--- src/rtl/svfloat_div_iter.sv ---
// Iterative floating-point divider: one restoring-division quotient bit per cycle,
// round-to-nearest-even, subnormals flushed to zero, valid/ready on both sides.

package svfloat;
  typedef struct packed {
    logic        sign;
    logic [7:0]  exponent;
    logic [22:0] mantissa;
  } float32;
endpackage

module svfloat_div_iter #(
  parameter type float = svfloat::float32
) (
  input  logic clk,
  input  logic rst,
  input  logic in_valid,
  output logic in_ready,
  input  float lhs,
  input  float rhs,
  output logic out_valid,
  input  logic out_ready,
  output float res
);
  localparam int unsigned EW   = $bits(lhs.exponent);
  localparam int unsigned MW   = $bits(lhs.mantissa);
  localparam int unsigned BIAS = 2 ** (EW - 1) - 1;
  localparam int unsigned SW   = MW + 1;          // significand with hidden bit
  localparam int unsigned RW   = MW + 2;          // partial remainder
  localparam int unsigned QW   = MW + 3;          // quotient bits incl. normalise + guard
  localparam int unsigned XW   = EW + 2;          // signed working exponent
  localparam int unsigned CW   = $clog2(QW + 1);

  typedef enum logic [1:0] {IDLE, DIV, ROUND, DONE} state_t;

  state_t               state, state_n;
  logic                 sign_q;
  logic signed [XW-1:0] exp_q;
  logic [SW-1:0]        dvs;
  logic [RW-1:0]        rem;
  logic [QW-1:0]        quo;
  logic [CW-1:0]        cnt;

  logic                 a_zero, a_inf, a_nan, b_zero, b_inf, b_nan;
  logic                 spec_hit;
  float                 spec_res;
  logic                 rem_ge;
  logic [RW-1:0]        rem_sub;
  logic [QW-1:0]        qn;
  logic signed [XW-1:0] en;
  logic                 guard, sticky, round_up;
  logic [MW+1:0]        sig_r;
  float                 round_res;

  // Operand classification and direct results for special cases
  always_comb begin
    a_zero   = (lhs.exponent == '0);
    b_zero   = (rhs.exponent == '0);
    a_inf    = (lhs.exponent == '1) && (lhs.mantissa == '0);
    b_inf    = (rhs.exponent == '1) && (rhs.mantissa == '0);
    a_nan    = (lhs.exponent == '1) && (lhs.mantissa != '0);
    b_nan    = (rhs.exponent == '1) && (rhs.mantissa != '0);
    spec_hit = 1'b1;
    spec_res = '0;
    if (a_nan || b_nan || (a_zero && b_zero) || (a_inf && b_inf)) begin
      spec_res.exponent         = '1;
      spec_res.mantissa[MW-1]   = 1'b1;
    end else if (a_inf || b_zero) begin
      spec_res.sign     = lhs.sign ^ rhs.sign;
      spec_res.exponent = '1;
    end else if (a_zero || b_inf) begin
      spec_res.sign     = lhs.sign ^ rhs.sign;
    end else begin
      spec_hit          = 1'b0;
    end
  end

  // One restoring-division step
  always_comb begin
    rem_ge  = (rem >= {1'b0, dvs});
    rem_sub = rem_ge ? (rem - {1'b0, dvs}) : rem;
  end

  // Normalise, round to nearest even, then range-check the exponent
  always_comb begin
    qn = quo;
    en = exp_q;
    if (!quo[QW-1]) begin
      qn = {quo[QW-2:0], 1'b0};
      en = exp_q - XW'(1);
    end
    guard    = qn[1];
    sticky   = qn[0] | (rem != '0);
    round_up = guard & (sticky | qn[2]);
    sig_r    = {1'b0, qn[QW-1:2]} + (MW + 2)'(round_up);
    round_res      = '0;
    round_res.sign = sign_q;
    if (sig_r[MW+1]) begin
      en                 = en + XW'(1);
      round_res.mantissa = sig_r[MW:1];
    end else begin
      round_res.mantissa = sig_r[MW-1:0];
    end
    round_res.exponent = en[EW-1:0];
    if (en >= $signed(XW'(2 ** EW - 1))) begin
      round_res.exponent = '1;
      round_res.mantissa = '0;
    end else if (en <= $signed(XW'(0))) begin
      round_res.exponent = '0;
      round_res.mantissa = '0;
    end
  end

  // State register
  always_ff @(posedge clk or posedge rst) begin
    if (rst) state <= IDLE;
    else     state <= state_n;
  end

  // Next-state logic
  always_comb begin
    state_n = state;
    case (state)
      IDLE:    if (in_valid) state_n = spec_hit ? DONE : DIV;
      DIV:     if (cnt == CW'(QW - 1)) state_n = ROUND;
      ROUND:   state_n = DONE;
      DONE:    if (out_ready) state_n = IDLE;
      default: state_n = IDLE;
    endcase
  end

  // Datapath and registered handshake outputs
  always_ff @(posedge clk or posedge rst) begin
    if (rst) begin
      in_ready  <= 1'b1;
      out_valid <= 1'b0;
      res       <= '0;
      sign_q    <= 1'b0;
      exp_q     <= '0;
      dvs       <= '0;
      rem       <= '0;
      quo       <= '0;
      cnt       <= '0;
    end else begin
      in_ready  <= (state_n == IDLE);
      out_valid <= (state_n == DONE);
      case (state)
        IDLE: begin
          if (in_valid) begin
            sign_q <= lhs.sign ^ rhs.sign;
            exp_q  <= XW'(lhs.exponent) - XW'(rhs.exponent) + XW'(BIAS);
            dvs    <= {1'b1, rhs.mantissa};
            rem    <= {2'b01, lhs.mantissa};
            quo    <= '0;
            cnt    <= '0;
            if (spec_hit) res <= spec_res;
          end
        end
        DIV: begin
          quo <= {quo[QW-2:0], rem_ge};
          rem <= {rem_sub[RW-2:0], 1'b0};
          cnt <= cnt + CW'(1);
        end
        ROUND:   res <= round_res;
        default: ;
      endcase
    end
  end

endmodule

--- config.mk ---
export PLATFORM = sky130hd
export DESIGN_NAME = svfloat_div_iter
export DESIGN_NICKNAME = d
export VERILOG_FILES = /design/src/rtl/svfloat_div_iter.sv
export SDC_FILE = /design/constraint.sdc
export NUM_CORES = 1
export LEC_CHECK = 0
export BUFFER_PORTS_ARGS = -buffer_cell sky130_fd_sc_hd__buf_4
export CAP_MARGIN = 40
export CELL_PAD_IN_SITES_DETAIL_PLACEMENT = 1
export CELL_PAD_IN_SITES_GLOBAL_PLACEMENT = 1
export CORE_ASPECT_RATIO = 0.5
export CORE_MARGIN = 4
export CORE_UTILIZATION = 35
export CTS_BUF_LIST = sky130_fd_sc_hd__clkbuf_4 sky130_fd_sc_hd__clkbuf_8
export DETAILED_ROUTE_END_ITERATION = 8
export HOLD_SLACK_MARGIN = 0.1
export PLACE_DENSITY_LB_ADDON = 0.1
export SETUP_SLACK_MARGIN = 0.2
export SLEW_MARGIN = 30
export SYNTH_ARGS = -nofsm -noshare
export SYNTH_HDL_FRONTEND = slang
export SYNTH_SLANG_ARGS = --single-unit
--- constraint.sdc ---
create_clock -name clk -period 4.57 [get_ports clk]
set_input_delay 0.2285 -clock clk [delete_from_list [all_inputs] [get_ports clk]]
set_output_delay 0.2285 -clock clk [all_outputs]
set_load 0.01 [all_outputs]
Word level (Yosys, flattened, before mapping)
Cells that the tools add are included.
- input bits: 68
- logic and storage cells: 90
- bits in registers: 127
- reductions and logical operators: 25
- multiplexer cells: 30
- magnitude comparators: 3
- add/subtract/negate cells: 7
- equal/unequal tests: 9
- bitwise gates (word level): 4
- operators by type and width (cell ; number):
    2-to-1 mux 32 bit ; 2
    one-hot mux 32 bit (2 select lines) ; 1
    2-to-1 mux 31 bit ; 2
    2-to-1 mux 26 bit ; 2
    one-hot mux 26 bit (2 select lines) ; 1
    one-hot mux 25 bit (2 select lines) ; 1
    zero test 23 bit ; 2
    nonzero test 23 bit ; 2
    adder 24 x 1 -> 25 bit ; 1
    >= comparator 25 x 24 -> 1 bit ; 1
    2-to-1 mux 25 bit ; 1
    nonzero test 25 bit ; 1
    2-to-1 mux 24 bit ; 1
    subtractor 24 bit ; 1
    2-to-1 mux 23 bit ; 1
    2-to-1 mux 10 bit ; 2
    equality test 8 bit (second input constant) ; 2
    zero test 8 bit ; 2
    2-to-1 mux 8 bit ; 2
    adder 10 x 2 -> 10 bit (second input constant) ; 1
    adder 9 x 8 -> 10 bit (second input constant) ; 1
    >= comparator 10 x 9 -> 1 bit (second input constant) ; 1
    <= comparator 10 x 1 -> 1 bit (second input constant) ; 1
    one-hot mux 5 bit (2 select lines) ; 1
    20 further kinds ; 45

Longest topological paths before layout
- depth in word-level cells: 10
- depth in mapped cells: 18
- mapped depth without buffers: 14

Worst setup path after synthesis
No wires, ideal clock.
- path type: register to register
- from: register quo[25]
- to: register res[11] (netlist bit)
- setup time: 122 ps
- setup slack: 298 ps
- path buffers: 7
- arrival time: 4151 ps
- stages on the path, launching flop included: 18
- cell sequence: dfrtp_1 > buf_6 > buf_2 > clkbuf_1 > buf_1 > clkbuf_1 > mux2_2 > ha_1 > nand2_2 > nor4b_4 > nand4_2 > buf_6 > o41ai_2 > inv_1 > o41ai_2 > nor2_2 > buf_6 > a32o_1
- longest elaborated chain between the ends: 10
- elaborated cells between the ends (all ways): 14
- RTL lines (item ; RTL line ; source):
    start: declaration ; 41 ; logic [QW-1:0] quo;
    start signal: assignment ; 160 ; quo <= {quo[QW-2:0], rem_ge};
    2-to-1 mux 26 bit ; 88 ; if (!quo[QW-1]) begin
    bitwise OR 1 bit ; 93 ; sticky = qn[0] | (rem != '0);
    bitwise OR 1 bit ; 94 ; round_up = guard & (sticky | qn[2]);
    bitwise AND 1 bit ; 94 ;
    adder 24 x 1 -> 25 bit ; 95 ; sig_r = {1'b0, qn[QW-1:2]} + (MW + 2)'(round_up);
    2-to-1 mux 10 bit ; 98 ; if (sig_r[MW+1]) begin
    <= comparator 10 x 1 -> 1 bit ; 108 ; end else if (en <= $signed(XW'(0))) begin
    2-to-1 mux 31 bit ; 108 ;
    2-to-1 mux 31 bit * ; 105 ; if (en >= $signed(XW'(2 ** EW - 1))) begin
    one-hot mux 32 bit (2 select lines) * ; 147 ; case (state)
    end signal: assignment ; 156 ; if (spec_hit) res <= spec_res;
    end signal: assignment ; 164 ; ROUND: res <= round_res;
    end: declaration ; 23 ; output float res
Every way passes the cells marked *; elsewhere a longest branch is shown, timed or not.
A chain may end at the register's enable or synchronous reset.

Final worst setup path
- from: register quo[25]
- to: register res[5] (netlist bit)
Same word-level chain as after synthesis.

==> summary.md <==
| Metric | Value |
|---|---|
| Status | `finished clean` |
| Reg-to-Reg Start | `quo[25]` |
| GRT Overall Usage | `0.212` |
| CTS tree | `built` |
| Minimum clock period | `3.89 ns` |
| WHS Path Cells | `3` |
| Initial antenna violation count | `0` |
| Global-route wire length before repair | `47.2 mm` |
| Skew final | `0.0163 ns` |
| Nets | `1258` |
| Detail Route Antenna Nets | `0` |
| Critical Path RT | `4.98 ns` |
| Final cycle utilization of the critical path | `0.850` |
| WL/cell | `19.4 um` |
| # Max-Cap Violations | `0` |
| Layout cells sized above 1 | `0.153` |
| Fin. Hold Viols | `0` |
| Crit path max-delay family | `simple AND/OR/NAND/NOR gates` |
| End of the worst register-to-register path | `res[5]` |
| Hold path startpoint | `lhs[12]` |
| Startpoint types | `flip-flop` |
| Row Count | `40` |
| FF-to-FF path depth | `11` |
| Critical path class | `flip-flop to flip-flop` |
| Syn Area/Cell | `8.60 sq um` |
| Critical Path Sink Type | `flip-flop` |
| Leak pwr | `4.78 nW` |
| Most common cell in the netlist | `dfrtp_1` |
| Clock-pin transition on the worst setup and hold timing paths | `0.08 ns` |
| Cell variety after synth | `76` |
| Gr ovfl total | `0` |
| Final setup TNS | `0 ns` |
| Core Footprint | `24400 sq um` |
| Sequential share of power | `0.271` |
| CTS buffer count | `17` |
| Internal reg-to-reg setup slack | `0.68 ns` |
| Post-synth ARST share | `1.00` |
| Synthesized area | `8840 sq um` |
| Initial Util | `0.362` |
| Worst-path maximum fanout | `45` |
| N_diodes | `0` |
| Sink Count | `127` |
| Final Setup Violations | `0` |
| Rel. slew slack | `0.484` |
| DR pass1 iterations | `4` |
| Signal arrival time at the worst endpoint | `4.29 ns` |
| CP Depth | `11` |
| Syn Nets | `1136` |
| P&R area growth vs syn | `21.8%` |
| Crit path cell chain | `buf_4, mux2i_1, nor3_2, nand4_4, a2111oi_2, xnor2_1, and2_1, o41ai_2, nor2_2, buf_6, a32o_1` |
| PwrDens | `764 nW/um^2` |
| Ys flop type | `dfrtp_1` |
| DP HPWL | `21.0 mm` |
| Post-synth top area share | `0.356` |
| Sequential-to-total area share from yosys stat | `0.359` |
| Max-slew violation count | `0` |
| Combinational power share | `0.618` |
| Fmax achieved | `0.257 GHz` |
| Htree depth | `4` |
| Clock share of power | `0.111` |
| Post-synthesis register bit count | `127` |
| List of most frequent post-synthesis cells | `dfrtp_1, nand2_1, o21ai_0` |
| Synth area leaders | `dfrtp_1, ha_1, o21ai_0, nand2_1, a22o_1` |
| CTS root buf | `clkbuf_8` |
| Psw | `3.98 mW` |
| WP buf/inv | `2` |
| Port Buf Inserts | `101` |
| Least-Margin Pin Slew | `0.771 ns` |
| Detailed Route WL | `29.0 mm` |
| Chip height | `120 um` |
| Hold crit path type | `input port to flip-flop` |
| Drt drc | `0` |
| Hold endpoint | `rem[12]` |
| Largest net degree at the start of global routing | `61` |
| Die Width | `233 um` |
| Unrepaired setup endpoints after global routing | `false` |
| Clock buffer depth | `2` |
| Core Util, Final | `0.441` |
| DRT iter0 DRCs | `419` |
| Ys Warns | `0` |
| Top cell type by total area after synthesis | `dfrtp_1` |
| # IOs | `102` |
| Worst-Skew Late Latency | `0.48 ns` |
| Slowest cell on crit path | `dfrtp_2` |
| Pint | `4.26 mW` |
| EDFF count, synth | `0` |
| Die Area | `28000 sq um` |
| Switching Share | `0.483` |
| Synthesized instance count | `1028` |
| Max IR drop VDD | `0.000346 V` |
| Vias in the first global route | `8644` |
| Vias | `8321` |
| GPL Wtd Cong | `0.826` |
| Max incr delay on CP | `0.55 ns` |
| DR vias/cell | `5.56` |
-- kinds of logic after synthesis --
logic type | after synthesis | synth area share
AND/OR/NAND/NOR | 341 | 0.193
AO/OA/AOI/OAI | 318 | 0.249
flip-flops | 127 | 0.359
buffers and inverters | 121 | 0.0563
XOR/XNOR | 58 | 0.0574
adder cells (fa/ha/maj) | 40 | 0.0583
multiplexers | 23 | 0.0266
-- sequential cells by signal, summed over array words and instances (netlist names) --
signal / cells
dvs: 24
sign_q: 1
cnt: 5
in_ready: 1
out_valid: 1
res: 32
rem: 25
state: 2
quo: 26
exp_q: 10
-- worst register-to-register path: stages (launching register included) --
cell and delay (ns):
dfrtp_2 0.55, buf_4 0.50, mux2i_1 0.26, nor3_2 0.36, nand4_4 0.28, a2111oi_2 0.40
xnor2_1 0.16, and2_1 0.37, o41ai_2 0.19, nor2_2 0.30, buf_6 0.24, a32o_1 0.20
-- final cells by class --
type,instances,area (sq um)
Clock inverter,8,67.6
Clock buffer,21,277
Multi-Input combinational cell,780,5200
Tap cell,336,420
Timing Repair Buffer,167,1410
Inverter,57,216
Sequential cell,127,3180
Fill cell,2888,13600
-- cell usage in the layout (no fill, tap or decap), types with 16 or more instances in the layout --
cell type	instances
a211oi_1	21
a21o_1	16
a21oi_1	54
a22o_1	36
buf_4	116
clkbuf_8	19
dfrtp_1	125
dlygate4sd3_1	48
ha_1	38
inv_1	56
mux2i_1	19
nand2_1	113
nand3_1	30
nand4_1	19
nor2_1	64
nor3_1	19
nor4_1	20
o21ai_0	85
xnor2_1	33
xor2_1	25
-- power groups by stage --
stage / Combinational, mW / Clock (mW) / Sequential (mW)
after floorplan: 3.89 / 0 / 1.97
after global placement: 4.93 / 0 / 2.23
after detailed placement: 5.04 / 0 / 2.24
after CTS: 5.11 / 0.943 / 2.23
after global routing: 5.70 / 1.00 / 2.32
final: 5.09 / 0.915 / 2.23
-- stage by stage --
stage / hold slack (ns) / cells / power, mW / setup WS (ns) / area, sq um
global placement: 0.429 / 1415 / 7.15 / 0.227 / 9880
floorplan: 0.334 / 1028 / 5.86 / 0.298 / 8840
global route: 0.110 / 1496 / 9.02 / 0.352 / 10800
detailed placement: 0.442 / 1416 / 7.28 / 0.438 / 9900
finish: 0.122 / 1496 / 8.23 / 0.684 / 10800
CTS: 0.111 / 1493 / 8.29 / 0.357 / 10700
-- repair_timing --
action / in CTS / in global routing
buffers inserted: 0 / 2
hold buffers: 48 / 0
endpoints found under the hold margin: 103 / 0
endpoints found under the setup margin: 0 / 18
gates resized for setup: 0 / 1
-- metal layers --
metal / GRT usage / routed length (um) / share of wire / up-vias
li1: - / - / - / 4004
met1: 0.281 / 13800 / 0.48 / 4175
met2: 0.356 / 13800 / 0.48 / 114
met3: 0.0480 / 943 / 0.033 / 28
met4: 0.0425 / 380 / 0.013 / 0
met5: 0 / 0 / 0 / -
-- how the worst max path moves through the flow --
stage	from	endpoint	slack [ns]
floorplan	quo[25]	res[11]	0.30
global placement	quo[25]	res[5]	0.23
detailed placement	quo[25]	res[5]	0.44
CTS	quo[25]	res[5]	0.36
global route	quo[25]	res[5]	0.35
finish	quo[25]	res[5]	0.68
No activity file was read; power rests on OpenSTA's default activity.
